<file path="src/rtl/rf_write_arbiter_pkg.sv">
// Shared definitions for the register-file write arbiter: default widths
// and the architectural zero register.
`ifndef RF_WRITE_ARBITER_DEFS
`define RF_WRITE_ARBITER_DEFS
`define RF_DATA_W 32
`define RF_ADDR_W 5
`endif

package rf_write_arbiter_pkg;
    localparam int REG_ZERO = 0;
endpackage

</file>
<file path="src/rtl/rf_write_arbiter_if.sv">
// Bundle of producer handshakes, register-file write port and hazard queries.
// Handshake: a transfer happens in a cycle where valid && ready are both high at clk rise.
interface rf_write_arbiter_if #(
    parameter int DATA_W    = 32,
    parameter int ADDR_W    = 5,
    parameter int BUF_DEPTH = 2
);
    localparam int CNT_W = $clog2(BUF_DEPTH + 1);

    logic              a_valid;
    logic              a_ready;
    logic [ADDR_W-1:0] a_rd;
    logic [DATA_W-1:0] a_data;
    logic              b_valid;
    logic              b_ready;
    logic [ADDR_W-1:0] b_rd;
    logic [DATA_W-1:0] b_data;
    logic              regWrite;
    logic [ADDR_W-1:0] rd;
    logic [DATA_W-1:0] writeData;
    logic [ADDR_W-1:0] q_rs;
    logic [ADDR_W-1:0] q_rt;
    logic              q_rs_pending;
    logic              q_rt_pending;
    logic [CNT_W-1:0]  b_count;

    modport master (
        output a_valid, a_rd, a_data, b_valid, b_rd, b_data, q_rs, q_rt,
        input  a_ready, b_ready, regWrite, rd, writeData,
               q_rs_pending, q_rt_pending, b_count
    );

    modport slave (
        input  a_valid, a_rd, a_data, b_valid, b_rd, b_data, q_rs, q_rt,
        output a_ready, b_ready, regWrite, rd, writeData,
               q_rs_pending, q_rt_pending, b_count
    );
endinterface

</file>
<file path="src/rtl/rf_wb_fifo.sv">
// In-order shift FIFO of {rd, data}; entry 0 is always the head.
// Also reports which valid entries target each of three query addresses.
module rf_wb_fifo #(
    parameter int DATA_W = 32,
    parameter int ADDR_W = 5,
    parameter int DEPTH  = 2,
    localparam int CNT_W = $clog2(DEPTH + 1)
) (
    input  logic              clk,
    input  logic              reset,
    input  logic              push,
    input  logic [ADDR_W-1:0] push_rd,
    input  logic [DATA_W-1:0] push_data,
    input  logic              pop,
    output logic [ADDR_W-1:0] head_rd,
    output logic [DATA_W-1:0] head_data,
    output logic [CNT_W-1:0]  count,
    input  logic [ADDR_W-1:0] q_a,
    input  logic [ADDR_W-1:0] q_rs,
    input  logic [ADDR_W-1:0] q_rt,
    output logic [DEPTH-1:0]  match_a,
    output logic [DEPTH-1:0]  match_rs,
    output logic [DEPTH-1:0]  match_rt
);
    logic [ADDR_W-1:0] rd_q   [DEPTH];
    logic [ADDR_W-1:0] rd_d   [DEPTH];
    logic [DATA_W-1:0] data_q [DEPTH];
    logic [DATA_W-1:0] data_d [DEPTH];
    logic [CNT_W-1:0]  count_q, count_d;
    logic [CNT_W-1:0]  wr_idx;

    always_comb begin
        rd_d    = rd_q;
        data_d  = data_q;
        wr_idx  = count_q - CNT_W'(pop);
        count_d = count_q + CNT_W'(push) - CNT_W'(pop);
        if (pop) begin
            for (int i = 0; i < DEPTH - 1; i++) begin
                rd_d[i]   = rd_q[i+1];
                data_d[i] = data_q[i+1];
            end
        end
        // The write slot accounts for a same-cycle pop shifting everything down.
        for (int i = 0; i < DEPTH; i++) begin
            if (push && (CNT_W'(i) == wr_idx)) begin
                rd_d[i]   = push_rd;
                data_d[i] = push_data;
            end
        end
    end

    always_comb begin
        match_a  = '0;
        match_rs = '0;
        match_rt = '0;
        for (int i = 0; i < DEPTH; i++) begin
            if (CNT_W'(i) < count_q) begin
                match_a[i]  = (rd_q[i] == q_a);
                match_rs[i] = (rd_q[i] == q_rs);
                match_rt[i] = (rd_q[i] == q_rt);
            end
        end
    end

    always_ff @(posedge clk) begin
        if (reset) begin
            count_q <= '0;
            for (int i = 0; i < DEPTH; i++) begin
                rd_q[i]   <= '0;
                data_q[i] <= '0;
            end
        end else begin
            count_q <= count_d;
            rd_q    <= rd_d;
            data_q  <= data_d;
        end
    end

    assign head_rd   = rd_q[0];
    assign head_data = data_q[0];
    assign count     = count_q;
endmodule

</file>
<file path="src/rtl/rf_write_arbiter.sv">
// Shares the single register-file write port between the ALU (A, priority,
// unbuffered) and the load/multi-cycle unit (B, buffered, anti-starvation).
module rf_write_arbiter
    import rf_write_arbiter_pkg::*;
#(
    parameter int DATA_W     = `RF_DATA_W,
    parameter int ADDR_W     = `RF_ADDR_W,
    parameter int BUF_DEPTH  = 2,
    parameter int STARVE_MAX = 4
) (
    input logic              clk,
    input logic              reset,
    rf_write_arbiter_if.slave bus
);
    localparam int CNT_W = $clog2(BUF_DEPTH + 1);
    localparam int SW    = $clog2(STARVE_MAX + 1);
    localparam logic [ADDR_W-1:0] ZERO = ADDR_W'(REG_ZERO);

    logic [CNT_W-1:0]     fifo_count;
    logic [ADDR_W-1:0]    head_rd;
    logic [DATA_W-1:0]    head_data;
    logic [BUF_DEPTH-1:0] match_a, match_rs, match_rt;
    logic fifo_empty, fifo_full, force_b, a_hazard, a_ready, a_grant;
    logic fifo_pop, fifo_push;

    logic [SW-1:0]     starve_q, starve_d;
    logic              regwrite_q, regwrite_d;
    logic [ADDR_W-1:0] rd_q, rd_d;
    logic [DATA_W-1:0] wdata_q, wdata_d;

    rf_wb_fifo #(
        .DATA_W(DATA_W), .ADDR_W(ADDR_W), .DEPTH(BUF_DEPTH)
    ) u_fifo (
        .clk      (clk),
        .reset    (reset),
        .push     (fifo_push),
        .push_rd  (bus.b_rd),
        .push_data(bus.b_data),
        .pop      (fifo_pop),
        .head_rd  (head_rd),
        .head_data(head_data),
        .count    (fifo_count),
        .q_a      (bus.a_rd),
        .q_rs     (bus.q_rs),
        .q_rt     (bus.q_rt),
        .match_a  (match_a),
        .match_rs (match_rs),
        .match_rt (match_rt)
    );

    // Full ignores a same-cycle pop so b_ready never depends on a_valid.
    always_comb begin
        fifo_empty = (fifo_count == '0);
        fifo_full  = (fifo_count == CNT_W'(BUF_DEPTH));
        force_b    = !fifo_empty && (starve_q == SW'(STARVE_MAX));
        a_hazard   = (bus.a_rd != ZERO) && (|match_a);
        a_ready    = !force_b && !a_hazard;
        // An accepted write to $zero is dropped and leaves the port to the FIFO.
        a_grant    = bus.a_valid && a_ready && (bus.a_rd != ZERO);
        fifo_pop   = !fifo_empty && !a_grant;
        fifo_push  = bus.b_valid && !fifo_full && (bus.b_rd != ZERO);
    end

    always_comb begin
        regwrite_d = 1'b0;
        rd_d       = rd_q;
        wdata_d    = wdata_q;
        starve_d   = starve_q;
        if (a_grant) begin
            regwrite_d = 1'b1;
            rd_d       = bus.a_rd;
            wdata_d    = bus.a_data;
        end else if (fifo_pop) begin
            regwrite_d = 1'b1;
            rd_d       = head_rd;
            wdata_d    = head_data;
        end
        if (fifo_empty || fifo_pop) begin
            starve_d = '0;
        end else if (a_grant && (starve_q != SW'(STARVE_MAX))) begin
            starve_d = starve_q + SW'(1);
        end
    end

    always_ff @(posedge clk) begin
        if (reset) begin
            starve_q   <= '0;
            regwrite_q <= 1'b0;
            rd_q       <= '0;
            wdata_q    <= '0;
        end else begin
            starve_q   <= starve_d;
            regwrite_q <= regwrite_d;
            rd_q       <= rd_d;
            wdata_q    <= wdata_d;
        end
    end

    assign bus.a_ready      = a_ready;
    assign bus.b_ready      = !fifo_full;
    assign bus.regWrite     = regwrite_q;
    assign bus.rd           = rd_q;
    assign bus.writeData    = wdata_q;
    assign bus.b_count      = fifo_count;
    assign bus.q_rs_pending = (bus.q_rs != ZERO) && ((|match_rs) || (regwrite_q && (rd_q == bus.q_rs)));
    assign bus.q_rt_pending = (bus.q_rt != ZERO) && ((|match_rt) || (regwrite_q && (rd_q == bus.q_rt)));
endmodule

</file>
<file path="src/flat_wrapper.sv">
// flat-port wrapper written by rule: the top's interface ports become plain ports
module rf_write_arbiter_flat import rf_write_arbiter_pkg::*;
#(
    parameter int DATA_W     = `RF_DATA_W,
    parameter int ADDR_W     = `RF_ADDR_W,
    parameter int BUF_DEPTH  = 2,
    parameter int STARVE_MAX = 4
)
  (clk, reset, bus_a_valid, bus_a_rd, bus_a_data, bus_b_valid, bus_b_rd, bus_b_data, bus_q_rs, bus_q_rt, bus_a_ready, bus_b_ready, bus_regWrite, bus_rd, bus_writeData, bus_q_rs_pending, bus_q_rt_pending, bus_b_count);
  rf_write_arbiter_if #(.DATA_W(DATA_W), .ADDR_W(ADDR_W), .BUF_DEPTH(BUF_DEPTH)) bus_i ();
  input logic clk;
  input logic reset;
  input wire logic [$bits(bus_i.a_valid)-1:0] bus_a_valid;
  input wire logic [$bits(bus_i.a_rd)-1:0] bus_a_rd;
  input wire logic [$bits(bus_i.a_data)-1:0] bus_a_data;
  input wire logic [$bits(bus_i.b_valid)-1:0] bus_b_valid;
  input wire logic [$bits(bus_i.b_rd)-1:0] bus_b_rd;
  input wire logic [$bits(bus_i.b_data)-1:0] bus_b_data;
  input wire logic [$bits(bus_i.q_rs)-1:0] bus_q_rs;
  input wire logic [$bits(bus_i.q_rt)-1:0] bus_q_rt;
  output wire logic [$bits(bus_i.a_ready)-1:0] bus_a_ready;
  output wire logic [$bits(bus_i.b_ready)-1:0] bus_b_ready;
  output wire logic [$bits(bus_i.regWrite)-1:0] bus_regWrite;
  output wire logic [$bits(bus_i.rd)-1:0] bus_rd;
  output wire logic [$bits(bus_i.writeData)-1:0] bus_writeData;
  output wire logic [$bits(bus_i.q_rs_pending)-1:0] bus_q_rs_pending;
  output wire logic [$bits(bus_i.q_rt_pending)-1:0] bus_q_rt_pending;
  output wire logic [$bits(bus_i.b_count)-1:0] bus_b_count;
  assign bus_i.a_valid = bus_a_valid;
  assign bus_i.a_rd = bus_a_rd;
  assign bus_i.a_data = bus_a_data;
  assign bus_i.b_valid = bus_b_valid;
  assign bus_i.b_rd = bus_b_rd;
  assign bus_i.b_data = bus_b_data;
  assign bus_i.q_rs = bus_q_rs;
  assign bus_i.q_rt = bus_q_rt;
  assign bus_a_ready = bus_i.a_ready;
  assign bus_b_ready = bus_i.b_ready;
  assign bus_regWrite = bus_i.regWrite;
  assign bus_rd = bus_i.rd;
  assign bus_writeData = bus_i.writeData;
  assign bus_q_rs_pending = bus_i.q_rs_pending;
  assign bus_q_rt_pending = bus_i.q_rt_pending;
  assign bus_b_count = bus_i.b_count;
  rf_write_arbiter #(.DATA_W(DATA_W), .ADDR_W(ADDR_W), .BUF_DEPTH(BUF_DEPTH), .STARVE_MAX(STARVE_MAX)) u_core (.clk(clk), .reset(reset), .bus(bus_i));
endmodule
</file>
<file path="config.mk">
export PLATFORM = sky130hd
export DESIGN_NAME = rf_write_arbiter_flat
export DESIGN_NICKNAME = d
export VERILOG_FILES = /design/src/rtl/rf_write_arbiter_pkg.sv /design/src/rtl/rf_write_arbiter_if.sv /design/src/rtl/rf_wb_fifo.sv /design/src/rtl/rf_write_arbiter.sv /design/src/flat_wrapper.sv
export SDC_FILE = /design/constraint.sdc
export NUM_CORES = 1
export LEC_CHECK = 0
export ABC_AREA = 1
export BUFFER_PORTS_ARGS = -buffer_cell sky130_fd_sc_hd__buf_2
export CORE_MARGIN = 8
export CORE_UTILIZATION = 55
export CTS_CLUSTER_SIZE = 8
export DETAILED_ROUTE_END_ITERATION = 16
export PLACE_DENSITY = 0.77
export SYNTH_ARGS = -nofsm -noshare
export SYNTH_HDL_FRONTEND = slang
export SYNTH_SLANG_ARGS = --single-unit
</file>
<file path="constraint.sdc">
create_clock -name clk -period 2.9 [get_ports clk]
set_clock_uncertainty 0.05 [all_clocks]
set_input_delay 0.29 -clock clk [delete_from_list [all_inputs] [get_ports clk]]
set_output_delay 0.29 -clock clk [all_outputs]
set_load 0.1 [all_outputs]
</file>
==> metrics <==
outcome=completed; H-Tree Depth=4; worst path cell trace=nand2_1 > nand2_1 > nor2_1 > nand3_1 > nand2_1 > nand2_1 > nand2_2 > o21bai_4 > inv_1 > ha_1 > nor2_1 > nand2_2 > inv_2 > buf_12 > o21ai_0 > a21oi_1; dominant synthesized flop cell=dfxtp_1; CTS tree=built; Total Routing Usage GR=0.226; highest routed layer=met4; IO Port Bufs=131; clock tree buffer depth=2; Post-Syn Area per Cell=6.66 µm²; Crit Reg-Reg Endpoint=u_core.u_fifo.data_q[25]; Startpoint Class=register; crit path buf inv count=3; Unique masters post-synth=28; Met3 Routed Length=approximately 1.5 mm; share of flip-flops with an asynchronous set or reset=0; Initial DRC Count=roughly 690; WL met2=~7.3 mm; IO Pins=132; count of hold-fix buffers inserted at cts=0; hpwl dp=between 10 and 15 mm; slowest CP cell=dfxtp_1; # setup viols final=0; Worst Setup End Kind=register; initial core utilization=0.556; syn_nets=1034; Pwr Density=1110 mW/mm²; root buffer cell=clkbuf_16; Die Footprint=0.0151 mm²; RR Startpoint=u_core.u_fifo.rd_q[4]; drc violations=0; die height=123 µm; family with the most delay on the worst path=simple AND/OR/NAND/NOR gates; Inst Count DP=1167; DRT Wirelength=17.1 mm; drt first pass iters=5; max cap viols=0; Slew @ Worst Pin=about 620 ps; first-pass GRT wire length=approximately 27 mm; routed length on met1=8.05 mm; DR vias=6298; CP max stage delay=470 ps; Synth area leader=dfxtp_1; worst reg-to-reg path cell count=16; WHS Endpoint=u_core.bus.writeData[10]; Syn-to-layout area delta=20.4%; Crit Path Class=register to register; fin crit period=2670 ps; Num CTS Buffers=17; antenna-violating nets left=0; final hold vios=0; initial antenna violation count=0; CP Data Arrival Time=roughly 3000 ps; Final GP Congestion=0.943; hold crit path type=input pin to register; Overflow after GRT=0; Placeable Area=0.0113 mm²; Critical Path Most Common Cell=nand2_1; share of Yosys cell area claimed by the top area cell type=0.374; Commonest cells post-synth=nand2_1, nor2_1, dfxtp_1; fin nets=1137; Yosys reg bits=around 120; vias per cell=5.25; max-slew violations=0; fin crit share=0.922; R2R setup slack=230 ps; WL/cell=14.2 µm; number of global-route vias before repair=5498; YS warnings=0; Peak VDD IR=554 µV; setup TNS=0 ps; Slew HR=0.585; hold_sp=bus_a_data[10]; Max Freq=roughly 370 MHz; largest net degree at the start of global routing=roughly 100; number of flops mapped to enable cells by yosys=0; layout cells sized above 1=0.220; Pwr Total=8.36 mW; Worst-path clk slew=about 50 ps; Clock Sinks=around 120; largest cells by area after synthesis=dfxtp_1, nand2_1, nor2_1; Clock Latency Late Sink=410 ps; Worst Path Required=roughly 3200 ps; cells after synthesis=941; critical path peak fanout=60; Worst Hold Depth=3; Leakage=between 3 and 4 nW; sequential share of the synthesized area=0.374; Diodes inserted=0; DIE WIDTH=123 µm; unrepaired setup endpoints after global routing=false; # rows=39; top-count cell post-synth=nand2_1; Final Non-Filler Cells=1200; Cell Area, Synth=0.00626 mm²
-- stage by stage --
step	util	instance area [µm²]	setup WS [ps]	hold slack (ps)
finish	0.669	7540	227	24.0
CTS	0.667	7520	238	19.2
floorplan	-	6270	71.8	350
global placement	0.615	6930	279	428
detailed placement	0.615	6930	223	436
global route	0.669	7540	18.0	20.6
-- registers in the layout (all words and copies together) (netlist names) --
register / count
u_core.bus.writeData: 32
u_core.u_fifo.data_q: 32
u_core.u_fifo.rd_q: 5
u_core.u_fifo.count: 2
u_core.u_fifo.head_rd: 5
u_core.starve_q: 3
u_core.bus.rd: 5
u_core.bus.regWrite: 1
u_core.u_fifo.head_data: 32
-- routing by layer --
layer  track usage  vias up
met5             0        -
met4        0.0640        0
met3        0.0520       20
met2         0.324      250
met1         0.328     2789
li1              -     3239
-- cells by family (layout without fill, tap and decap cells) --
logic type	Yosys count	in the layout	synth area share
flip-flops	117	117	0.374
XOR/XNOR	11	11	0.0154
AO/OA/AOI/OAI	180	180	0.153
buffers and inverters	169	284	0.117
AND/OR/NAND/NOR	459	460	0.331
adder cells (fa/ha/maj)	5	5	0.00999
-- worst reg2reg max path, delay by kind of cell (launching register included) --
family,cells,cell delay [ps]
simple gates,9,780
fa+ha+maj,1,390
flops,1,470
buf+inv,3,480
compound gates,3,440
-- what timing repair did --
action	4_1_cts	5_1_grt
endpoints found under the setup margin	0	16
buffers inserted	0	0
gates resized for setup	0	5
-- how the worst max path moves through the flow --
stage / from / endpoint / slack (ps) / cells past startpoint
4_1_cts: u_core.u_fifo.head_rd[4] / u_core.u_fifo.head_data[1] / 240 / 17
6_report: u_core.u_fifo.rd_q[4] / u_core.u_fifo.data_q[25] / 230 / 16
3_5_place_dp: bus_a_rd[4] / u_core.u_fifo.head_data[1] / 220 / 18
2_1_floorplan: u_core.u_fifo.count[0] / u_core.u_fifo.data_q[16] / 70 / 14
5_1_grt: u_core.u_fifo.rd_q[2] / u_core.u_fifo.data_q[1] / 20 / 16
3_3_place_gp: bus_a_rd[4] / u_core.u_fifo.head_data[24] / 280 / 18
-- cell usage in the layout (no fill, tap or decap), types with 17 or more instances in the layout --
master / count
buf_2: 131
inv_1: 93
o21ai_0: 67
nand4_1: 36
nand2_1: 218
nand3_1: 27
clkbuf_16: 17
nor2_1: 136
dfxtp_1: 114
nand3_2: 32
a21oi_1: 85
-- power by group --
group / internal, mW / total, mW / switching, mW
combinational: 1.18 / 3.91 / 2.73
sequential: 2.09 / 2.37 / 0.282
clock: 1.29 / 2.08 / 0.785
total: 4.56 / 8.36 / 3.80
-- cell type report --
| class | count | area (µm²) |
|---|---|---|
| clock inverters | 14 | 149 |
| fillers | 1020 | 3730 |
| flip-flops and latches | 117 | 2350 |
| well taps | 143 | 179 |
| inverters | 107 | 402 |
| multi-input cells | 656 | 3210 |
| clock buffers | 18 | 439 |
| repair buffers | 145 | 818 |
Power figures use the tool's default switching activity.
